--- src/rtl/hazard_scoreboard_pkg.sv ---
// Shared constants and types for the decode-stage hazard scoreboard.
package hazard_scoreboard_pkg;

    localparam int unsigned RW_DEF = 5;
    localparam int unsigned TW_DEF = 5;

    // Tuse code meaning "operand not read": MSB set.
    localparam logic [TW_DEF-1:0] TUSE_NONE = {1'b1, {(TW_DEF-1){1'b0}}};

    localparam logic [TW_DEF-1:0] T_D = TW_DEF'(0);
    localparam logic [TW_DEF-1:0] T_E = TW_DEF'(1);
    localparam logic [TW_DEF-1:0] T_M = TW_DEF'(2);

    typedef struct packed {
        logic [RW_DEF-1:0] dst;
        logic [TW_DEF-1:0] tnew;
    } entry_t;

endpackage

--- src/rtl/hazard_scoreboard_match.sv ---
// Per-source hazard lookup: finds the youngest in-flight writer of a source
// register and derives the data stall and forwarding select from it.
module hazard_match
    import hazard_scoreboard_pkg::*;
#(
    parameter int unsigned NSTAGE = 3,
    parameter int unsigned RW     = 5,
    parameter int unsigned TW     = 5,
    parameter int unsigned SW     = $clog2(NSTAGE + 1)
) (
    input  logic [RW-1:0]        i_src,
    input  logic [TW-1:0]        i_tuse,
    input  logic [NSTAGE*RW-1:0] i_stage_dst,
    input  logic [NSTAGE*TW-1:0] i_stage_tnew,
    output logic                 o_data_stall,
    output logic [SW-1:0]        o_fwd_sel
);

    logic w_hit;

    always_comb begin
        o_data_stall = 1'b0;
        o_fwd_sel    = '0;
        w_hit        = 1'b0;
        if ((i_src != '0) && !i_tuse[TW-1]) begin
            // Stage 1 sits at the LSB end, so the first hit is the youngest writer.
            for (int unsigned k = 0; k < NSTAGE; k++) begin
                if (!w_hit && (i_stage_dst[k*RW +: RW] == i_src)) begin
                    w_hit        = 1'b1;
                    o_data_stall = i_stage_tnew[k*TW +: TW] > i_tuse;
                    if (i_stage_tnew[k*TW +: TW] == TW'(T_D))
                        o_fwd_sel = SW'(k + 1);
                end
            end
        end
    end

endmodule

--- src/rtl/hazard_scoreboard.sv ---
// Decode-stage hazard unit: shift register of in-flight writers plus stall
// and forwarding-select generation for the rs/rt operands.
module hazard_scoreboard
    import hazard_scoreboard_pkg::*;
#(
    parameter int unsigned NSTAGE = 3,
    parameter int unsigned RW     = 5,
    parameter int unsigned TW     = 5,
    parameter int unsigned MD_EN  = 1,
    parameter int unsigned SW     = $clog2(NSTAGE + 1)
) (
    input  logic                 i_clk,
    input  logic                 i_reset,
    input  logic                 i_d_valid,
    input  logic [RW-1:0]        i_d_rs,
    input  logic [RW-1:0]        i_d_rt,
    input  logic [TW-1:0]        i_d_rs_tuse,
    input  logic [TW-1:0]        i_d_rt_tuse,
    input  logic [RW-1:0]        i_d_dst,
    input  logic [TW-1:0]        i_d_tnew,
    input  logic                 i_d_md,
    input  logic                 i_e_md_start,
    input  logic                 i_md_busy,
    output logic                 o_stall,
    output logic [SW-1:0]        o_fwd_rs_sel,
    output logic [SW-1:0]        o_fwd_rt_sel,
    output logic [NSTAGE*RW-1:0] o_stage_dst,
    output logic [NSTAGE*TW-1:0] o_stage_tnew
);

    localparam logic [TW-1:0] W_NONE = {1'b1, {(TW-1){1'b0}}};

    logic [RW-1:0] r_dst  [NSTAGE];
    logic [TW-1:0] r_tnew [NSTAGE];

    logic [TW-1:0] w_rs_tuse;
    logic [TW-1:0] w_rt_tuse;
    logic          w_rs_stall;
    logic          w_rt_stall;
    logic          w_md_stall;

    // A bubble in D reads nothing, so its sources are masked as "not read".
    assign w_rs_tuse  = i_d_valid ? i_d_rs_tuse : W_NONE;
    assign w_rt_tuse  = i_d_valid ? i_d_rt_tuse : W_NONE;
    assign w_md_stall = (MD_EN != 0) && i_d_valid && i_d_md && (i_md_busy || i_e_md_start);
    assign o_stall    = w_rs_stall || w_rt_stall || w_md_stall;

    always_comb begin
        o_stage_dst  = '0;
        o_stage_tnew = '0;
        for (int unsigned k = 0; k < NSTAGE; k++) begin
            o_stage_dst[k*RW +: RW]  = r_dst[k];
            o_stage_tnew[k*TW +: TW] = r_tnew[k];
        end
    end

    always_ff @(posedge i_clk) begin
        if (i_reset) begin
            for (int unsigned k = 0; k < NSTAGE; k++) begin
                r_dst[k]  <= '0;
                r_tnew[k] <= '0;
            end
        end else begin
            if (i_d_valid && !o_stall) begin
                r_dst[0]  <= i_d_dst;
                r_tnew[0] <= i_d_tnew;
            end else begin
                r_dst[0]  <= '0;
                r_tnew[0] <= '0;
            end
            for (int unsigned k = 1; k < NSTAGE; k++) begin
                r_dst[k]  <= r_dst[k-1];
                r_tnew[k] <= (r_tnew[k-1] == TW'(T_D)) ? '0 : r_tnew[k-1] - 1'b1;
            end
        end
    end

    hazard_match #(
        .NSTAGE (NSTAGE),
        .RW     (RW),
        .TW     (TW),
        .SW     (SW)
    ) u_match_rs (
        .i_src        (i_d_rs),
        .i_tuse       (w_rs_tuse),
        .i_stage_dst  (o_stage_dst),
        .i_stage_tnew (o_stage_tnew),
        .o_data_stall (w_rs_stall),
        .o_fwd_sel    (o_fwd_rs_sel)
    );

    hazard_match #(
        .NSTAGE (NSTAGE),
        .RW     (RW),
        .TW     (TW),
        .SW     (SW)
    ) u_match_rt (
        .i_src        (i_d_rt),
        .i_tuse       (w_rt_tuse),
        .i_stage_dst  (o_stage_dst),
        .i_stage_tnew (o_stage_tnew),
        .o_data_stall (w_rt_stall),
        .o_fwd_sel    (o_fwd_rt_sel)
    );

endmodule
--- config.mk ---
export PLATFORM = sky130hd
export DESIGN_NAME = hazard_scoreboard
export DESIGN_NICKNAME = d
export VERILOG_FILES = /design/src/rtl/hazard_scoreboard_pkg.sv /design/src/rtl/hazard_scoreboard_match.sv /design/src/rtl/hazard_scoreboard.sv
export SDC_FILE = /design/constraint.sdc
export NUM_CORES = 1
export LEC_CHECK = 0
export ABC_AREA = 1
export CORE_MARGIN = 5
export CORE_UTILIZATION = 40
export CTS_BUF_LIST = sky130_fd_sc_hd__clkbuf_4 sky130_fd_sc_hd__clkbuf_8 sky130_fd_sc_hd__clkbuf_16
export DETAILED_ROUTE_END_ITERATION = 8
export GPL_TIMING_DRIVEN = 0
export PLACE_DENSITY = 0.67
export SLEW_MARGIN = 10
export SYNTH_ARGS = -nofsm -noshare
export SYNTH_HDL_FRONTEND = slang
export SYNTH_SLANG_ARGS = --single-unit
--- constraint.sdc ---
create_clock -name i_clk -period 3.55 [get_ports i_clk]
set_input_delay 0.5325 -clock i_clk [delete_from_list [all_inputs] [get_ports i_clk]]
set_output_delay 0.5325 -clock i_clk [all_outputs]
set_load 0.02 [all_outputs]
==> reports/results.txt, run 1 <==
For this design the static power due to leakage is 0.00179 uW. The floorplan step defined a die boundary enclosing 8250 sq um. The highest cell delay on the worst timing path is 630 ps, and the design area is 3590 sq um. Dividing the detail-routed wire length by the instance count gives 12.7 microns. The sequential element share of the synthesized area is 0.345, and the count of buffering cells on the critical path with inverters included is 4. In this run, CTS created clock tree buffers numbering 5.

The proportion of synthesized area in mux cells is 0, and the placer congestion estimate is 0.862. Walking the worst path, the cells encountered are clkdlybuf4s50_1 -> inv_1 -> nand2_1 -> nand2_1 -> nor2_1 -> nand3_1 -> inv_1 -> nand2_1 -> a21oi_1 -> clkdlybuf4s50_1. The tools report the remaining global-route overflow as 0. Setup violations remaining at the end of the flow were counted as 0. The run gives 2,356 as the via count of the first global-routing pass. After synthesis, the largest family of logic cells by area is simple AND/OR/NAND/NOR gates. The count of nets left with antenna violations once routing finished came out at 0.

STA classifies the critical path endpoint as an output pin. Hold violation total from the final report: 0. Gate family responsible for the most delay along the worst path: buffers and inverters. The number of cells in the finished layout apart from fillers is 544, and the height of the chip is 90.8 microns. The worst endpoint required time came out at 3020 ps. Input and output buffers added on the ports amount to 69.

Setup repair after global routing left no endpoint under its margin. For the number of antenna cells inserted, the log shows 0. The run gives 198 uV as the largest voltage drop on the vdd net. The shortest clock period the worst path allows after layout works out to 3150 ps. The worst setup path is launched from an input pin. In this run, the number of DRC markers left after iteration 0 of detailed routing was 91. The number of vias per cell was 4.65. The average size of a mapped cell came out at 7.24 sq um. The run gives 0 as the number of antenna violations at the first check in global routing. The compound-gate portion of the synthesized area is 0.0479. Synthesis handed over a netlist of 361 instances. For the global-route usage over all layers, the log shows 0.169.

In this run the cell area measured after placement is 3510 sq um. After the last flow step, the layout net total stands at 534. Data on the critical path arrives at its endpoint at 2620 ps. The first detailed-routing pass took 4 iterations. The post-synthesis register bit count was 30; the upper clock frequency limit was 0.317 GHz. Entering global routing, the biggest net connects 11 pins. Clock latency on the worst-skew pair, taken at its later pin, is 290 ps.

71 I/O pins were placed. For this design, the sink count on the clock tree is 30. CTS root buffer: sky130_fd_sc_hd__clkbuf_8. The post-synthesis share of cell area spent on full adders, half adders and majority gates was 0.153; the simple-gate share of the synthesized area was 0.326. The slowest stage of the critical path is the sky130_fd_sc_hd__clkdlybuf4s50_1 cell. The final count of pins violating max slew came out at 0. Across the routed clock network, the largest skew measured is 12.1 ps. The first global-routing pass estimated 11,300 microns of wire. The clock transition at the register clock pins on the worst setup and hold paths after CTS was 60 ps; the signed area change from the synthesized netlist to the final layout was 37.5%. During synthesis, Yosys emitted a total of 0 warnings.

The worst hold path belongs to the class reg2reg. The critical-path maximum fanout was 5; the ratio of cells with drive above 1 in the final layout was 0.0343. Width of the chip: 90.8 microns. Yosys attributes the largest share of cell area to sky130_fd_sc_hd__edfxtp_1 (34%), sky130_fd_sc_hd__ha_1 (15%), sky130_fd_sc_hd__nand2_1 (14%). The completed layout was analyzed and its total power is 1030 uW. The region available for standard cell placement spans 6350 sq um. The most numerous cell type found on the critical path is sky130_fd_sc_hd__nand2_1. The number of setup buffers added after CTS is 0. Proportion of netlist area held by the largest area contributor: 0.345.

The run finished with clean final reports. For the initial core utilization, the log shows 0.412. By startpoint and endpoint, the worst setup path is classified as in2out.

The final clock period utilization by the worst path was 0.888. sky130_fd_sc_hd__edfxtp_1 takes more of the synthesized area than any other cell. The tools report the post-detailed-placement half-perimeter wirelength as 5820 microns.

The tools report the maximum root-to-sink buffer count as 2. The run gives 0 as the total DRC errors in the routed layout. The number of max-capacitance violations reported is 0, and the area share of xor/xnor cells in the synthesized design is 0.0402.

The sum of routed wire length over all layers was 6900 microns; the unique cell type count in the Yosys netlist was 23. Summed over all failing endpoints, the final setup total negative slack is 0 ps. TritonCTS built the clock tree. The floorplan has 29 rows. The run gives 2,532 as the total number of vias. In this run, placement finished with an instance count of 536. Dividing total power by cell area gives a power density of 288 nW/um^2. The number of H-tree branching levels came out at 2.

After synthesis the cells add up to 2610 sq um.
[flip-flops by register name, indices dropped and copies added, names as in the netlist]
signal	cells
r_dst	15
r_tnew	15
[power breakdown]
part | total, uW | internal (uW) | switching [uW] | leakage [uW]
Sequential | 447 | 418 | 28.7 | 0.000306
Combinational | 317 | 145 | 172 | 0.00144
Clock | 271 | 131 | 140 | 0.0000407
Total | 1030 | 694 | 341 | 0.00179
[cell usage after synthesis, drive strengths merged]
cell      n
or2       2
conb      1
a21oi    15
o21ai     7
nand3    18
buf       1
o211ai    1
nor2     64
xnor2    10
nor3b     3
inv      58
nand4     9
ha       32
o21a      1
edfxtp   30
nand2   100
nor3      6
xor2      2
clkbuf    1
[worst reg2reg max path, stage by stage (launching register included)]
cell and delay, ps:
sky130_fd_sc_hd__edfxtp_1 480, sky130_fd_sc_hd__ha_1 350, sky130_fd_sc_hd__nand2_1 90, sky130_fd_sc_hd__nor3_1 170
sky130_fd_sc_hd__nor2_1 60, sky130_fd_sc_hd__nor2_1 120, sky130_fd_sc_hd__nand3_1 80, sky130_fd_sc_hd__nand3_1 70
sky130_fd_sc_hd__nand2_1 110, sky130_fd_sc_hd__nand4_4 170, sky130_fd_sc_hd__nor2_1 70
[routing by layer]
| metal | wire, microns | vias up | GRT usage |
|---|---|---|---|
| li1 | - | 1338 | - |
| met1 | 3230 | 1113 | 0.236 |
| met5 | 0 | - | 0 |
| met3 | 519 | 6 | 0.0308 |
| met4 | 82 | 0 | 0.0477 |
| met2 | 3080 | 75 | 0.266 |
[worst paths after layout]
kind / slack (ps) / to / start / cells after the start
worst min-delay path: 590 / r_tnew[0][10] / r_tnew[0][5] / 1
worst max register to register: 1520 / r_dst[0][2] / r_tnew[0][9] / 10
worst min register to register: 590 / r_tnew[0][10] / r_tnew[0][5] / 1
worst max-delay path: 400 / o_fwd_rs_sel[0] / i_d_rs[0] / 10
[cells in the final DEF, fill, tap and decap left out, drive strengths merged]
| master | synthesis | layout |
|---|---|---|
| nand2 | 100 | 100 |
| clkdlybuf4s50 | 0 | 68 |
| nor2 | 64 | 64 |
| inv | 58 | 58 |
| ha | 32 | 32 |
| edfxtp | 30 | 30 |
| conb | 1 | 30 |
| nand3 | 18 | 18 |
| a21oi | 15 | 15 |
| xnor2 | 10 | 10 |
| nand4 | 9 | 9 |
| o21ai | 7 | 7 |
| nor3 | 6 | 6 |
| clkbuf | 1 | 6 |
| nor3b | 3 | 3 |
| clkinv | 0 | 3 |
| or2 | 2 | 2 |
| xor2 | 2 | 2 |
| buf | 1 | 1 |
| o21a | 1 | 1 |
| o211ai | 1 | 1 |
| dlymetal6s2s | 0 | 1 |
[layout make-up]
class | count | area (sq um)
buffer | 2 | 8.76
clock buffer | 5 | 68.8
clock inverter | 3 | 11.3
fill | 625 | 2760
inverter | 58 | 218
multi-input combinational | 300 | 1600
sequential | 30 | 901
tap | 77 | 96.3
timing repair buffer | 69 | 693
[stage by stage]
stage	worst slack, ps	hold slack, ps	util
global placement	34.2	582	0.553
global route	203	625	0.566
finish	397	590	0.566
CTS	9.54	598	0.565
detailed placement	21.9	586	0.553
floorplan	1040	693	-
[kinds of logic after synthesis]
family	after synthesis
AO/OA/AOI/OAI	24
AND/OR/NAND/NOR	202
flip-flops	30
adder cells (fa/ha/maj)	32
XOR/XNOR	12
buffers and inverters	60
other	1
[what timing repair did]
| item | in CTS | in global routing |
|---|---|---|
| endpoints found under the setup margin | 0 | 1 |
| hold buffers | 0 | 0 |
| gates resized for setup | 0 | 2 |
Note: power is estimated with default switching activity, not from simulation.
==> inputs of run 2 (changes only) <==
CORE_UTILIZATION = 53   (was 40)
PLACE_DENSITY = 0.86   (was 0.67)
==> run 2 against run 1 <==
  * Sequential share of layout area barely moved
  * Largest cell class unchanged
  * Routed wire length grew 2.3%
  * Sequential power hardly changed
  * Total power increased by 1.8%
  * Worst setup slack worse by 35 ps
  * Clock skew shrank 3.6 ps
  * Design area decreased by 0.14%
  * Critical path type unchanged
  * First-iteration DRC count up 120%
  * Critical path depth stayed put
  * Highest routed layer unchanged
  * Non-clock buffer count is the same
  * Combinational power is 2% higher
==> reports/results.txt, run 2 (synthesis gave the netlist of run 1 again) <==
The run finished with clean final reports. TritonCTS built the clock tree. The internal portion of the total power is 706 uW. The clock transition at the register clock pins on the worst setup and hold paths after CTS came out at 70 ps. From synthesis to final layout, the design area changed by 37.3%. The global-route usage over all layers is 0.234, and the number of antenna violations at the first check in global routing is 0. The normalized max-slew margin was 0.647. The initial core utilization came out at 0.550. In this run the clock root is driven by a sky130_fd_sc_hd__clkbuf_8.

Once detail routing completed, the nets flagged for antenna violations numbered 0. Fill cells in the final layout number 398. The violation count after the first detailed-route iteration came out at 202.

Setup repair after global routing left no endpoint under its margin. The first-pass iteration count of the detailed router was 4; the largest net degree at the start of global routing was 11. The floorplan step defined a die boundary enclosing 6440 sq um. The total number of vias was 2,595; the upper clock frequency limit was 0.314 GHz. The number of antenna cells inserted was 0. Buffers placed on the I/O ports in this run total 69. STA puts the critical path data required time at 3020 ps. For this design, the CTS-stage hold fixing added 0 buffers. Dividing the detail-routed via count by the number of cells gives 4.86. Leaving out filler cells and counting taps, the final layout contains 534.

Sequential share of power: 0.425. Placeable core region: 4750 sq um. The tools report the endpoint class of the critical path as an output pin. The tools report the total instance count after detailed placement as 526.

The tightest min-delay check is of the reg2reg type. In the layout the commonest cells are sky130_fd_sc_hd__nand2_1 (99), sky130_fd_sc_hd__clkdlybuf4s50_1 (68), sky130_fd_sc_hd__nor2_1 (59). The first global-routing pass estimated 11,500 microns of wire.

The total negative setup slack is 0 ps, and the detail-routed net length per standard cell is 13.2 microns. For the pin with the worst max-slew slack, the measured transition is 524 ps. Counting the buffers created by CTS gives 5.

Leaving out fill and tap cells, the most frequent cell in the layout is sky130_fd_sc_hd__nand2_1. The die is 80.2 microns wide. The logs give 0 for the final count of pins violating max slew and 347 uW for the net switching component of the power. At the end of routability-driven placement, the weighted congestion stood at 0.896.

For the via count of the first global-routing pass, the log shows 2,549. Setup violations remaining at the end of the flow were counted as 0. The number of H-tree branching levels was 2; the final clock period utilization by the worst path was 0.898. The clock arrives with 8.44 ps of skew.

Data arrives at the worst endpoint at 2660 ps. The maximum root-to-sink buffer count is 2. The setup check on the worst reg-to-reg path leaves a slack of 1400 ps. The routed design has 7070 microns of wire. The ratio of cells with drive above 1 in the final layout is 0.0407, and the leakage power is 0.00179 uW.

After layout, the minimum clock period comes to 3190 ps. The run gives 0 as the remaining global-route overflow. The startpoint type of the worst setup path is an input pin.

The hold violation total from the final report was 0. The logs give 25 for the floorplan row count and 290 ps for the clock latency at the later pin of the worst-skew pair. Clock share of power: 0.269. The number of nets in the finished design came out at 534. The logs give 609 ps for the worst hold slack and 231 uV for the largest voltage drop on the vdd net. Combinational cell fraction of total power: 0.307.

The clock net in this run drives a total of 30 sinks. Detailed placement finished with a half-perimeter wire length of 5850 microns. Across the run, the number of max-cap violations was 0. The largest registers in the layout are r_dst x15, r_tnew x15. In the routed design, unresolved DRC markers number 0.

In this run the count of I/O pins placed on the die edge is 71. The worst setup path is of the in2out kind. The critical-path maximum fanout came out at 5. The net switching fraction of the power is 0.329. Dividing total power by cell area gives a power density of 293 nW/um^2. The height of the chip works out to 80.2 microns.
run 2: cell types whose count changed in the layout (fill, tap and decap cells not counted), sizes merged:
cell / delta
clkinv: -1
clkbuf: +1
run 2: per-layer routing:
| metal | track usage | vias up | share of wire |
|---|---|---|---|
| li1 | - | 1342 | - |
| met1 | 0.285 | 1153 | 0.42 |
| met2 | 0.411 | 88 | 0.49 |
| met3 | 0.0516 | 12 | 0.069 |
| met4 | 0.0676 | 0 | 0.015 |
| met5 | 0 | - | 0 |
run 2: worst paths after layout:
check	start	end	cells after the start
worst max-delay path	i_d_rs[0]	o_fwd_rs_sel[0]	10
worst min-delay path	r_tnew[0][5]	r_tnew[0][10]	1
worst max register to register	r_tnew[0][9]	r_dst[0][4]	10
worst min register to register	r_tnew[0][5]	r_tnew[0][10]	1
run 2: power by group through the flow:
stage / registers, uW / logic (uW) / clock network (uW)
5_1_grt: 451 / 361 / 305
3_5_place_dp: 455 / 318 / 0
6_report: 448 / 323 / 283
4_1_cts: 447 / 320 / 286
3_3_place_gp: 454 / 306 / 0
2_1_floorplan: 473 / 162 / 0
run 2: critical path: stages:
cell and delay, ps:
sky130_fd_sc_hd__clkdlybuf4s50_1 570, sky130_fd_sc_hd__inv_1 90, sky130_fd_sc_hd__nand2_1 60, sky130_fd_sc_hd__nand2_1 50, sky130_fd_sc_hd__nor2_1 130, sky130_fd_sc_hd__nand3_1 200
sky130_fd_sc_hd__inv_1 130, sky130_fd_sc_hd__nand2_1 60, sky130_fd_sc_hd__a21oi_1 190, sky130_fd_sc_hd__clkdlybuf4s50_1 640
run 2: what timing repair did:
item | CTS | global route
resized for setup | 0 | 3
buffers inserted | 0 | 0
setup endpoints to repair | 0 | 1
run 2: layout make-up:
type | instances | area, sq um | area share
multi-input cells | 300 | 1600 | 0.446
flip-flops and latches | 30 | 901 | 0.251
repair buffers | 69 | 693 | 0.193
inverters | 58 | 218 | 0.0606
well taps | 67 | 83.8 | 0.0234
clock buffers | 6 | 76.3 | 0.0213
clock inverters | 2 | 8.76 | 0.00244
plain buffers | 2 | 8.76 | 0.00244
run 2: per-stage QoR:
stage                     instance area [sq um]   util  setup slack, ps  total power, uW
after CTS                                  3580  0.753             32.7             1050
final                                      3590  0.755              362             1050
after detailed placement                   3500  0.736             46.6              773
after global placement                     3500  0.736              106              760
after floorplan                            2720      -             1040              636
after global routing                       3590  0.755              229             1120
